===== src/rtl/dir_req_arbiter.sv =====
// Two-port request arbiter in front of a directory: grants one cache, forwards its
// request as a single strobe, waits (bounded) for completion and returns a 4-phase ack.
module dir_req_arbiter #(
    parameter int TIMEOUT = 15
) (
    input  logic       Clock,
    input  logic       Reset,
    input  logic       ReqP0,
    input  logic       ReqP1,
    input  logic [2:0] SigP0,
    input  logic [2:0] SigP1,
    input  logic [3:0] AddrP0,
    input  logic [3:0] AddrP1,
    input  logic [3:0] DataP0,
    input  logic [3:0] DataP1,
    output logic       AckP0,
    output logic       AckP1,
    output logic [3:0] RspData,
    output logic [1:0] RspCode,
    output logic       Err,
    output logic       DirValid,
    output logic [2:0] DirSig,
    output logic [3:0] DirAddr,
    output logic [3:0] DirData,
    output logic [1:0] DirProc,
    input  logic       DirDone,
    input  logic [3:0] DirRspData,
    input  logic [1:0] DirRspCode,
    output logic       Busy
);

    localparam logic [1:0] IDLE  = 2'd0;
    localparam logic [1:0] ISSUE = 2'd1;
    localparam logic [1:0] WAIT  = 2'd2;
    localparam logic [1:0] RESP  = 2'd3;

    localparam logic [3:0] WAIT_LAST = 4'(TIMEOUT - 1);

    logic [1:0] state_q, state_d;
    logic       last_q, last_d;     // id of the most recent grant (1 = P0,1)
    logic       proc_q, proc_d;
    logic [2:0] sig_q, sig_d;
    logic [3:0] addr_q, addr_d;
    logic [3:0] data_q, data_d;
    logic [3:0] cnt_q, cnt_d;
    logic [3:0] rsp_data_q, rsp_data_d;
    logic [1:0] rsp_code_q, rsp_code_d;
    logic       err_q, err_d;

    logic       grant_p1;
    logic       sig_legal;
    logic       owner_req;

    // P0,1 wins when alone, or on a tie when P0,0 was served last.
    assign grant_p1  = ReqP1 && (!ReqP0 || !last_q);
    assign sig_legal = (sig_q == 3'b001) || (sig_q == 3'b010);
    assign owner_req = proc_q ? ReqP1 : ReqP0;

    always_comb begin
        state_d    = state_q;
        last_d     = last_q;
        proc_d     = proc_q;
        sig_d      = sig_q;
        addr_d     = addr_q;
        data_d     = data_q;
        cnt_d      = cnt_q;
        rsp_data_d = rsp_data_q;
        rsp_code_d = rsp_code_q;
        err_d      = err_q;
        case (state_q)
            IDLE: begin
                if (ReqP0 || ReqP1) begin
                    state_d    = ISSUE;
                    proc_d     = grant_p1;
                    last_d     = grant_p1;
                    sig_d      = grant_p1 ? SigP1  : SigP0;
                    addr_d     = grant_p1 ? AddrP1 : AddrP0;
                    data_d     = grant_p1 ? DataP1 : DataP0;
                    rsp_data_d = 4'b0000;
                    rsp_code_d = 2'b00;
                    err_d      = 1'b0;
                end
            end
            ISSUE: begin
                cnt_d = 4'd0;
                if (sig_legal) begin
                    state_d = WAIT;
                end else begin
                    state_d    = RESP;
                    err_d      = 1'b1;
                    rsp_data_d = 4'b0000;
                    rsp_code_d = 2'b00;
                end
            end
            WAIT: begin
                // A completion in the final allowed cycle beats the timeout.
                if (DirDone) begin
                    state_d    = RESP;
                    rsp_data_d = DirRspData;
                    rsp_code_d = DirRspCode;
                    err_d      = 1'b0;
                end else if (cnt_q == WAIT_LAST) begin
                    state_d    = RESP;
                    err_d      = 1'b1;
                    rsp_data_d = 4'b0000;
                    rsp_code_d = 2'b00;
                end else begin
                    cnt_d = cnt_q + 4'd1;
                end
            end
            RESP: begin
                if (!owner_req) begin
                    state_d = IDLE;
                end
            end
            default: state_d = IDLE;
        endcase
    end

    always_ff @(posedge Clock) begin
        if (Reset) begin
            state_q    <= IDLE;
            last_q     <= 1'b1;
            proc_q     <= 1'b0;
            sig_q      <= 3'b000;
            addr_q     <= 4'b0000;
            data_q     <= 4'b0000;
            cnt_q      <= 4'd0;
            rsp_data_q <= 4'b0000;
            rsp_code_q <= 2'b00;
            err_q      <= 1'b0;
        end else begin
            state_q    <= state_d;
            last_q     <= last_d;
            proc_q     <= proc_d;
            sig_q      <= sig_d;
            addr_q     <= addr_d;
            data_q     <= data_d;
            cnt_q      <= cnt_d;
            rsp_data_q <= rsp_data_d;
            rsp_code_q <= rsp_code_d;
            err_q      <= err_d;
        end
    end

    assign Busy     = (state_q != IDLE);
    assign DirValid = (state_q == ISSUE) && sig_legal;
    assign DirSig   = sig_q;
    assign DirAddr  = addr_q;
    assign DirData  = data_q;
    assign DirProc  = {1'b0, proc_q};
    assign AckP0    = (state_q == RESP) && !proc_q;
    assign AckP1    = (state_q == RESP) && proc_q;
    assign RspData  = rsp_data_q;
    assign RspCode  = rsp_code_q;
    assign Err      = err_q;

endmodule


===== config.mk =====
export PLATFORM = sky130hd
export DESIGN_NAME = dir_req_arbiter
export DESIGN_NICKNAME = d
export VERILOG_FILES = /design/src/rtl/dir_req_arbiter.sv
export SDC_FILE = /design/constraint.sdc
export NUM_CORES = 1
export LEC_CHECK = 0
export ABC_AREA = 1
export BUFFER_PORTS_ARGS = -buffer_cell sky130_fd_sc_hd__buf_2
export CORE_ASPECT_RATIO = 1.25
export CORE_MARGIN = 4
export CORE_UTILIZATION = 30
export CTS_BUF_LIST = sky130_fd_sc_hd__clkbuf_8
export DETAILED_ROUTE_END_ITERATION = 12
export GPL_TIMING_DRIVEN = 0
export PLACE_DENSITY = 0.63
export SETUP_SLACK_MARGIN = 0.5
export SLEW_MARGIN = 10
export SYNTH_ARGS = -nofsm -noshare
export SYNTH_HDL_FRONTEND = slang
export SYNTH_SLANG_ARGS = --single-unit

===== constraint.sdc =====
create_clock -name Clock -period 2.4 [get_ports Clock]
set_input_delay 0.36 -clock Clock [delete_from_list [all_inputs] [get_ports Clock]]
set_output_delay 0.36 -clock Clock [all_outputs]
set_load 0.01 [all_outputs]

## Yosys cells after proc, flatten, opt, wreduce, memory -nomap -nowiden

Index checks and enable logic that the tools add are counted.

| cells by class | value |
|---|---|
| multipliers | 0 |
| $add $sub $neg | 1 |
| muxes and demuxes | 28 |
| shift operators | 0 |
| eq/ne operators | 12 |
| div/mod/pow operators | 0 |
| bitwise operators | 0 |
| order comparisons | 0 |
| reductions and logical operators | 18 |

Operator list:

| operator | number |
|---|---|
| $mux W4 | 8 |
| $mux W2 | 8 |
| $pmux W4 S3 | 1 |
| $ne A2 B2 Y1 const B | 5 |
| $pmux W2 S4 | 1 |
| $pmux W4 S2 | 1 |
| $mux W1 | 6 |
| $pmux W2 S3 | 1 |
| $reduce_and A3 Y1 | 2 |
| $add A4 B1 Y4 const B | 1 |
| $eq A2 B2 Y1 const B | 2 |
| $eq A4 B4 Y1 const B | 1 |
| $logic_and A1 B1 Y1 | 4 |
| $reduce_and A4 Y1 | 1 |
| $reduce_bool A2 Y1 | 2 |
| $eq A3 B1 Y1 const B | 1 |
| $eq A3 B2 Y1 const B | 1 |
| $logic_not A1 Y1 | 3 |
| $logic_or A1 B1 Y1 | 3 |
| $mux W3 | 1 |
| $ne A3 B3 Y1 const B | 1 |
| $pmux W1 S3 | 1 |
| $reduce_bool A3 Y1 | 1 |
| $eq A2 B1 Y1 const B | 1 |
| 2 further kinds | 2 |

| word-level totals | value |
|---|---|
| memories | 0 |
| bits in registers | 26 |
| latch bits | 0 |
| output and inout port bits | 24 |
| word-level logic and storage cells | 69 |
| memory bits (writable) | 0 |
| memory bits (read-only) | 0 |

## Longest topological paths before layout

Gate-level depths: netlist of the first run.

| depth | value |
|---|---|
| word-level depth | 4 |
| gate-level depth with buffers | 10 |

## Least setup slack after synthesis of the first run

No wires, ideal clock.

| path | value |
|---|---|
| kind | register -> register |
| start | register state_q[0] |
| end | register rsp_code_q[0] (netlist: RspCode[0]) |
| buffers on the path | 0 |
| setup time | 113 ps |
| setup slack | 1052 ps |
| clock period less this slack | 1348 ps |
| data arrival time | 1235 ps |
| cell stages (with the launch flop) | 11 |
| path through | dfxtp_1 -> inv_1 -> ha_1 -> inv_1 -> nor2_2 -> nand2_1 -> nand2_2 -> inv_2 -> nand4_1 -> nand2_1 -> nor2_1 |

| between the ends | value |
|---|---|
| cells in the longest elaborated chain, start to end | 3 |
| elaborated cells between the ends (all ways) | 9 |

Ends and longest elaborated chain:

| what | line | source |
|---|---|---|
| start: declaration | 39 | `logic [1:0] state_q, state_d;` |
| start signal: assignment | 133 | `state_q <= state_d;` |
| $eq A2 B2 Y1, or another cell as far along | 70 | `case (state_q)` |
| $ne A3 B3 Y1 (no line), or another cell as far along | n/a |  |
| $reduce_and A4 Y1 (no line) | n/a |  |
| end signal: assignment | 141 | `rsp_code_q <= rsp_code_d;` |
| end: declaration | 47 | `logic [1:0] rsp_code_q, rsp_code_d;` |

Parallel ways exist; a longest one is shown, timed or not.
A chain may end at the register's enable or synchronous reset.

## Worst setup path in the final report of the first run

| path | value |
|---|---|
| start | register state_q[1] |
| end | output DirValid |

| between the ends | value |
|---|---|
| cells in the longest elaborated chain, start to end | 2 |

Ends and longest elaborated chain:

| what | line | source |
|---|---|---|
| $eq A2 B1 Y1 | 147 | `assign DirValid = (state_q == ISSUE) && sig_legal;` |
| $logic_and A1 B1 Y1 | 147 |  |
| end: declaration | 21 | `output logic DirValid,` |

Every way passes these cells.

==> impl_metrics.py, run 1 <==
metrics = {
    "status": {
        "outcome": "complete, no violations",
    },
    "clock_tree": {
        "cts_buffers": 3,
        "cts_num_sinks": 26,
        "worstSkewPairLatency_ps": 270,
        "clock_path_buffers": 2,
        "cts-root-buf": "clkbuf_8",
        "cts_hold_buffers": 0,
        "h-tree-depth": 1,
        "cts_tree": "done",
        "clk_pin_slew_ps": 90,
    },
    "placed_design": {
        "place_area_um2": 1680,
        "io_buffer_count": 55,
        "gp_congestion": 0.811,
        "hpwl_um": 2590,
        "place_inst": 300,
        "dp_slack_ps": 866,
    },
    "job": {
        "cap_viol_max_count": 0,
    },
    "die": {
        "die_y_um": 82.6,
        "die_width_um": 67.6,
        "core_area_um2": 4200,
        "dieArea_um2": 5580,
        "ios": 57,
        "rows": 26,
        "start_util_pct": 31.8,
    },
    "grt": {
        "grt_pass1_vias": 1303,
        "grt.overflow.total": 0,
        "grt_first_pass_wirelength_um": 5500,
        "antenna_found_initial": 0,
        "grt_max_degree": 15,
        "grt_util_all_layers_pct": 12.7,
    },
    "min_path": {
        "whs_path_depth": 2,
        "hold_path_class": "in -> reg",
        "hold_start": "Reset",
        "hold_end": "proc_q$_SDFFE_PP0P_",
    },
    "drt": {
        "wl_per_cell_um": 10.6,
        "num_vias": 1343,
        "wl_um": 3240,
        "dr.pass1.iters": 2,
        "postRouteAntennaNets": 0,
        "drt-initial-drc-count": 44,
        "vias_per_cell": 4.40,
        "drc_errors": 0,
    },
    "setup_path": {
        "cp.required_ps": 2040,
        "worstPathMaxFanout": 9,
        "rrSetupSlack_ps": 900,
        "critPathKind": "reg -> out",
        "path_cells": "inv_1 -> ha_1 -> nand4_4 -> inv_1 -> buf_2",
        "crit_path_frequent_cell": "inv_1",
        "cp_slowest_cell": "dfxtp_1",
        "timing.rr.end": "RspData[0]$_SDFFE_PP0P_",
        "cp_top_family": "flip-flops",
        "cp-start-kind": "register",
        "r2r_start": "state_q[0]$_SDFFE_PP0P_",
        "ff2ff_path_depth": 10,
        "critPathCaptureType": "output pin",
        "arrival_ps": 1380,
        "cp_num_buf_inv": 3,
        "max_stage_delay_ps": 350,
    },
    "timing": {
        "setup-tns-final_ps": 0,
        "slew_violations": 0,
        "worst_hold_slack_ps": 302,
        "grt_setup_unrepaired": "no",
        "hold_violations": 0,
        "fin_skew_ps": 3.70,
        "setup_violations": 0,
        "timing.final.crit_period_ps": 1740,
        "fmax_mhz": 575,
        "worst_slack_ps": 659,
        "fin_crit_sh_pct": 72.5,
    },
    "power": {
        "peakVddDrop_uv": 511,
        "power_mw": 1.81,
        "power_density_nw_per_um2": 1030,
        "p_leak_nw": 0.922,
    },
    "cells_and_area": {
        "antenna_cells": 0,
        "drive_above_1_share_pct": 31.7,
        "multi_input_area_um2": 709,
        "final_common_cell": "buf_2",
        "layout_common_cells": "buf_2 (58), nand2_1 (55), dfxtp_1 (26), nor2_1 (17)",
        "final_area_um2": 1750,
        "ff_latch_area_um2": 520,
        "fillers": 465,
        "area.growth.synth_to_final_pct": 31.5,
        "stdcell_count": 305,
        "nets": 289,
        "final_util_pct": 41.8,
    },
    "logic_synthesis": {
        "synth_xor_area_share_pct": 0,
        "synth_top_family_by_area": "simple AND/OR/NAND/NOR gates",
        "synthSimpleGateAreaFrac_pct": 32.1,
        "ys_seq_area_share_pct": 39.0,
        "syn_nets": 228,
        "synth_area_um2": 1330,
        "synth_compound_area_share_pct": 14.5,
        "synth_edf_count": 0,
        "synth_cell_types": 27,
        "syn_avg_cell_area_um2": 7.06,
        "synth_mux_area_share_pct": 0,
        "synth_top_flop_cell": "dfxtp_1",
        "yosys_warnings": 0,
        "ys_ff_latch": 26,
        "async_flop_share_pct": 0,
        "synthAdderAreaFrac_pct": 5.63,
        "netlist_instances": 189,
    },
}
==> Yosys cell counts (2+ instances only) <==
cell type   n  share of area (%)
clkbuf_1    2               0.56
nand2_1    55                 15
nand4_1     7                3.3
inv_2       4                1.1
a31oi_1    11                5.2
a21oi_1     6                2.3
inv_1      13                3.7
buf_2       3                1.1
nor3_1      3                1.1
and3_1      2               0.94
dfxtp_1    26                 39
nand3_1     6                2.3
nor2_2      2               0.94
ha_1        6                5.6
buf_4       3                1.7
o21ai_0    13                4.9
nor2_1     17                4.8
==> layout make-up <==
cell class,count,area share (%)
Buffer,8,2.57
Clock buffer,4,3.14
Inverter,18,4.07
Multi-Input combinational cell,137,40.4
Sequential cell,26,29.7
Tap cell,56,3.99
Timing Repair Buffer,56,16.1
==> where the power goes <==
| group | total (mW) | leakage [nW] | switching (mW) | internal (mW) |
|---|---|---|---|---|
| Combinational | 0.858 | 0.679 | 0.517 | 0.341 |
| Clock | 0.281 | 0.0288 | 0.135 | 0.147 |
| Sequential | 0.669 | 0.214 | 0.0862 | 0.583 |
| Total | 1.81 | 0.922 | 0.738 | 1.07 |
==> logic make-up (layout without fill, tap and decap cells) <==
group                    after synthesis  count (layout)
AND/OR/NAND/NOR                       97              97
other                                  1               1
buffers and inverters                 26              86
flip-flops                            26              26
AO/OA/AOI/OAI                         33              33
adder cells (fa/ha/maj)                6               6
==> per-layer routing <==
metal  up-vias  share of wire, %  GRT usage [%]
met3         4               9.7           4.06
met1       562                42           14.3
li1        735                 -              -
met4         0               1.3           4.87
met5         -                 0              0
met2        42                47           22.0
==> worst max path at each step <==
stage	start	end	slack, ps	cells after the start
after floorplan	state_q[0]$_SDFFE_PP0P_	RspCode[0]$_SDFFE_PP0P_	1050	10
after global placement	state_q[0]$_SDFFE_PP0P_	AckP0	870	4
after detailed placement	state_q[0]$_SDFFE_PP0P_	AckP0	870	4
after CTS	state_q[0]$_SDFFE_PP0P_	AckP0	550	4
after global routing	state_q[1]$_SDFFE_PP0P_	DirValid	510	5
final	state_q[1]$_SDFFE_PP0P_	DirValid	660	5
==> flip-flops by register name, summed over array words and instances, names as in the netlist <==
register and cells:
RspCode 2, state_q 2, DirSig 3, DirAddr 4, proc_q 1, Err 1, RspData 4, cnt_q 4
last_q 1, DirData 4
==> what timing repair did <==
action | 4_1_cts | 5_1_grt
gates resized for setup | 0 | 2
buffers inserted | 0 | 1
endpoints found under the setup margin | 0 | 2
endpoints found under the hold margin | 0 | 0
(Power assumes the default switching activity.)
==> run 2: changes to the inputs <==
- PLACE_DENSITY: 0.63 -> 0.65
- clock period: 2.4 -> 1.53 ns (I/O delays scaled with it)
==> run 2 against run 1 <==
Against the previous run: clock power rose by 62%; non-clock buffer count increased by 15; via count is 10% higher; combinational power up 130%.
==> impl_metrics.py, run 2 (synthesis results as in run 1) <==
metrics = {
    "setup_path": {
        "r2r_start": "state_q[1]$_SDFFE_PP0P_",
        "rrSetupSlack_ps": 170,
        "critPathCaptureType": "register",
        "cp.required_ps": 1730,
        "arrival_ps": 1560,
        "ff2ff_path_depth": 7,
        "worstPathMaxFanout": 5,
        "critPathKind": "reg -> reg",
        "cp-start-kind": "register",
        "cp-startpoint": "state_q[1]$_SDFFE_PP0P_",
    },
    "drt": {
        "drt-initial-drc-count": 47,
        "vias_per_cell": 4.63,
        "wl_um": 3730,
        "postRouteAntennaNets": 0,
        "wl_per_cell_um": 11.7,
        "num_vias": 1481,
        "drc_errors": 0,
        "dr.pass1.iters": 4,
    },
    "cells_and_area": {
        "stdcell_count": 320,
        "fillers": 436,
        "layout_common_cells": "buf_2 (53), nand2_1 (46), nor2_1 (16), dfxtp_1 (13)",
        "drive_above_1_share_pct": 54.5,
        "nets": 304,
        "final_common_cell": "buf_2",
        "final_util_pct": 51.2,
        "antenna_cells": 0,
        "area.growth.synth_to_final_pct": 61.1,
    },
    "power": {
        "power_mw": 3.59,
        "power_density_nw_per_um2": 1670,
        "peakVddDrop_uv": 748,
        "p_leak_nw": 1.03,
    },
    "clock_tree": {
        "cts-root-buf": "clkbuf_8",
        "cts_buffers": 3,
        "cts_hold_buffers": 0,
        "cts_num_sinks": 26,
        "h-tree-depth": 1,
        "cts_tree": "done",
        "clk_pin_slew_ps": 90,
        "worstSkewPairLatency_ps": 270,
        "clock_path_buffers": 2,
    },
    "placed_design": {
        "io_buffer_count": 55,
        "hpwl_um": 2620,
        "place_inst": 300,
        "gp_congestion": 0.745,
    },
    "grt": {
        "met1_usage_pct": 16.1,
        "busiest_layer": "met2",
        "antenna_found_initial": 0,
        "grt_util_all_layers_pct": 14.7,
        "grt_use_met3_pct": 3.65,
        "grt.overflow.total": 0,
        "grtUsageMet2_pct": 26.5,
        "grt_first_pass_wirelength_um": 6400,
        "grt_pass1_vias": 1516,
        "grt_max_degree": 15,
    },
    "die": {
        "die_y_um": 82.6,
        "ios": 57,
        "rows": 26,
        "die_width_um": 67.6,
        "core_area_um2": 4200,
        "start_util_pct": 31.8,
        "dieArea_um2": 5580,
    },
    "min_path": {
        "hold_start": "Reset",
        "hold_path_class": "in -> reg",
        "whs_path_depth": 2,
    },
    "job": {
        "cap_viol_max_count": 0,
    },
    "status": {
        "outcome": "complete, no violations",
    },
    "timing": {
        "fmax_mhz": 735,
        "max_slew.worst_pin.slew_ps": 642,
        "setup-tns-final_ps": 0,
        "relSlewSlack_pct": 57.2,
        "worst_hold_slack_ps": 175,
        "hold_violations": 0,
        "slew_violations": 0,
        "setup_violations": 0,
        "fin_crit_sh_pct": 88.9,
        "timing.final.crit_period_ps": 1360,
        "grt_setup_unrepaired": "yes",
        "fin_skew_ps": 1.18,
    },
}
run 2: cell types whose count changed in the layout (fill, tap and decap cells not counted), sizes merged:
cell | previous run | this run
clkinvlp | 1 | 0
clkinv | 0 | 1
buf | 62 | 77
run 2: per-stage QoR:
stage,instance area [um2],setup WS [ps]
CTS,2050,164
floorplan,1400,331
detailed placement,1740,184
finish,2150,169
global placement,1740,205
global route,2150,89.7
run 2: metal layers:
metal,wire (um),vias to the layer above
li1,-,774
met1,1450,645
met2,1900,53
met3,302,9
met4,82,0
met5,0,-
run 2: repair_timing:
| item | in CTS | in global routing |
|---|---|---|
| buffers inserted | 10 | 5 |
| resized for setup | 48 | 29 |
| pin swaps | 25 | 12 |
| endpoints found under the setup margin | 33 | 40 |
| cloned | 1 | 0 |
run 2: layout make-up:
class                      instances  area (um2)  area share (%)
timing repair buffer              71         439            20.4
multi-input combinational        137         891            41.5
inverter                          18        90.1            4.19
sequential                        26         544            25.3
tap                               56        70.1            3.26
buffer                             8        58.8            2.74
clock buffer                       4        55.1            2.56
run 2: path summary, 6_finish.rpt:
kind / endpoint
min: cnt_q[1]$_SDFFE_PP0P_
max: DirSig[1]$_SDFFE_PP0P_
max reg2reg: DirSig[1]$_SDFFE_PP0P_
min reg2reg: cnt_q[0]$_SDFFE_PP0P_
run 2: critical path: stages (launching register included):
cell,delay (ps)
dfxtp_4,390
inv_6,80
ha_4,160
inv_4,50
a21oi_4,190
buf_6,170
o21ai_1,70
a31oi_1,180
run 2: power by group:
group	internal (mW)	leakage, nW	switching (mW)
clock network	0.230	0.0288	0.224
logic	0.947	0.782	1.04
registers	0.951	0.220	0.196
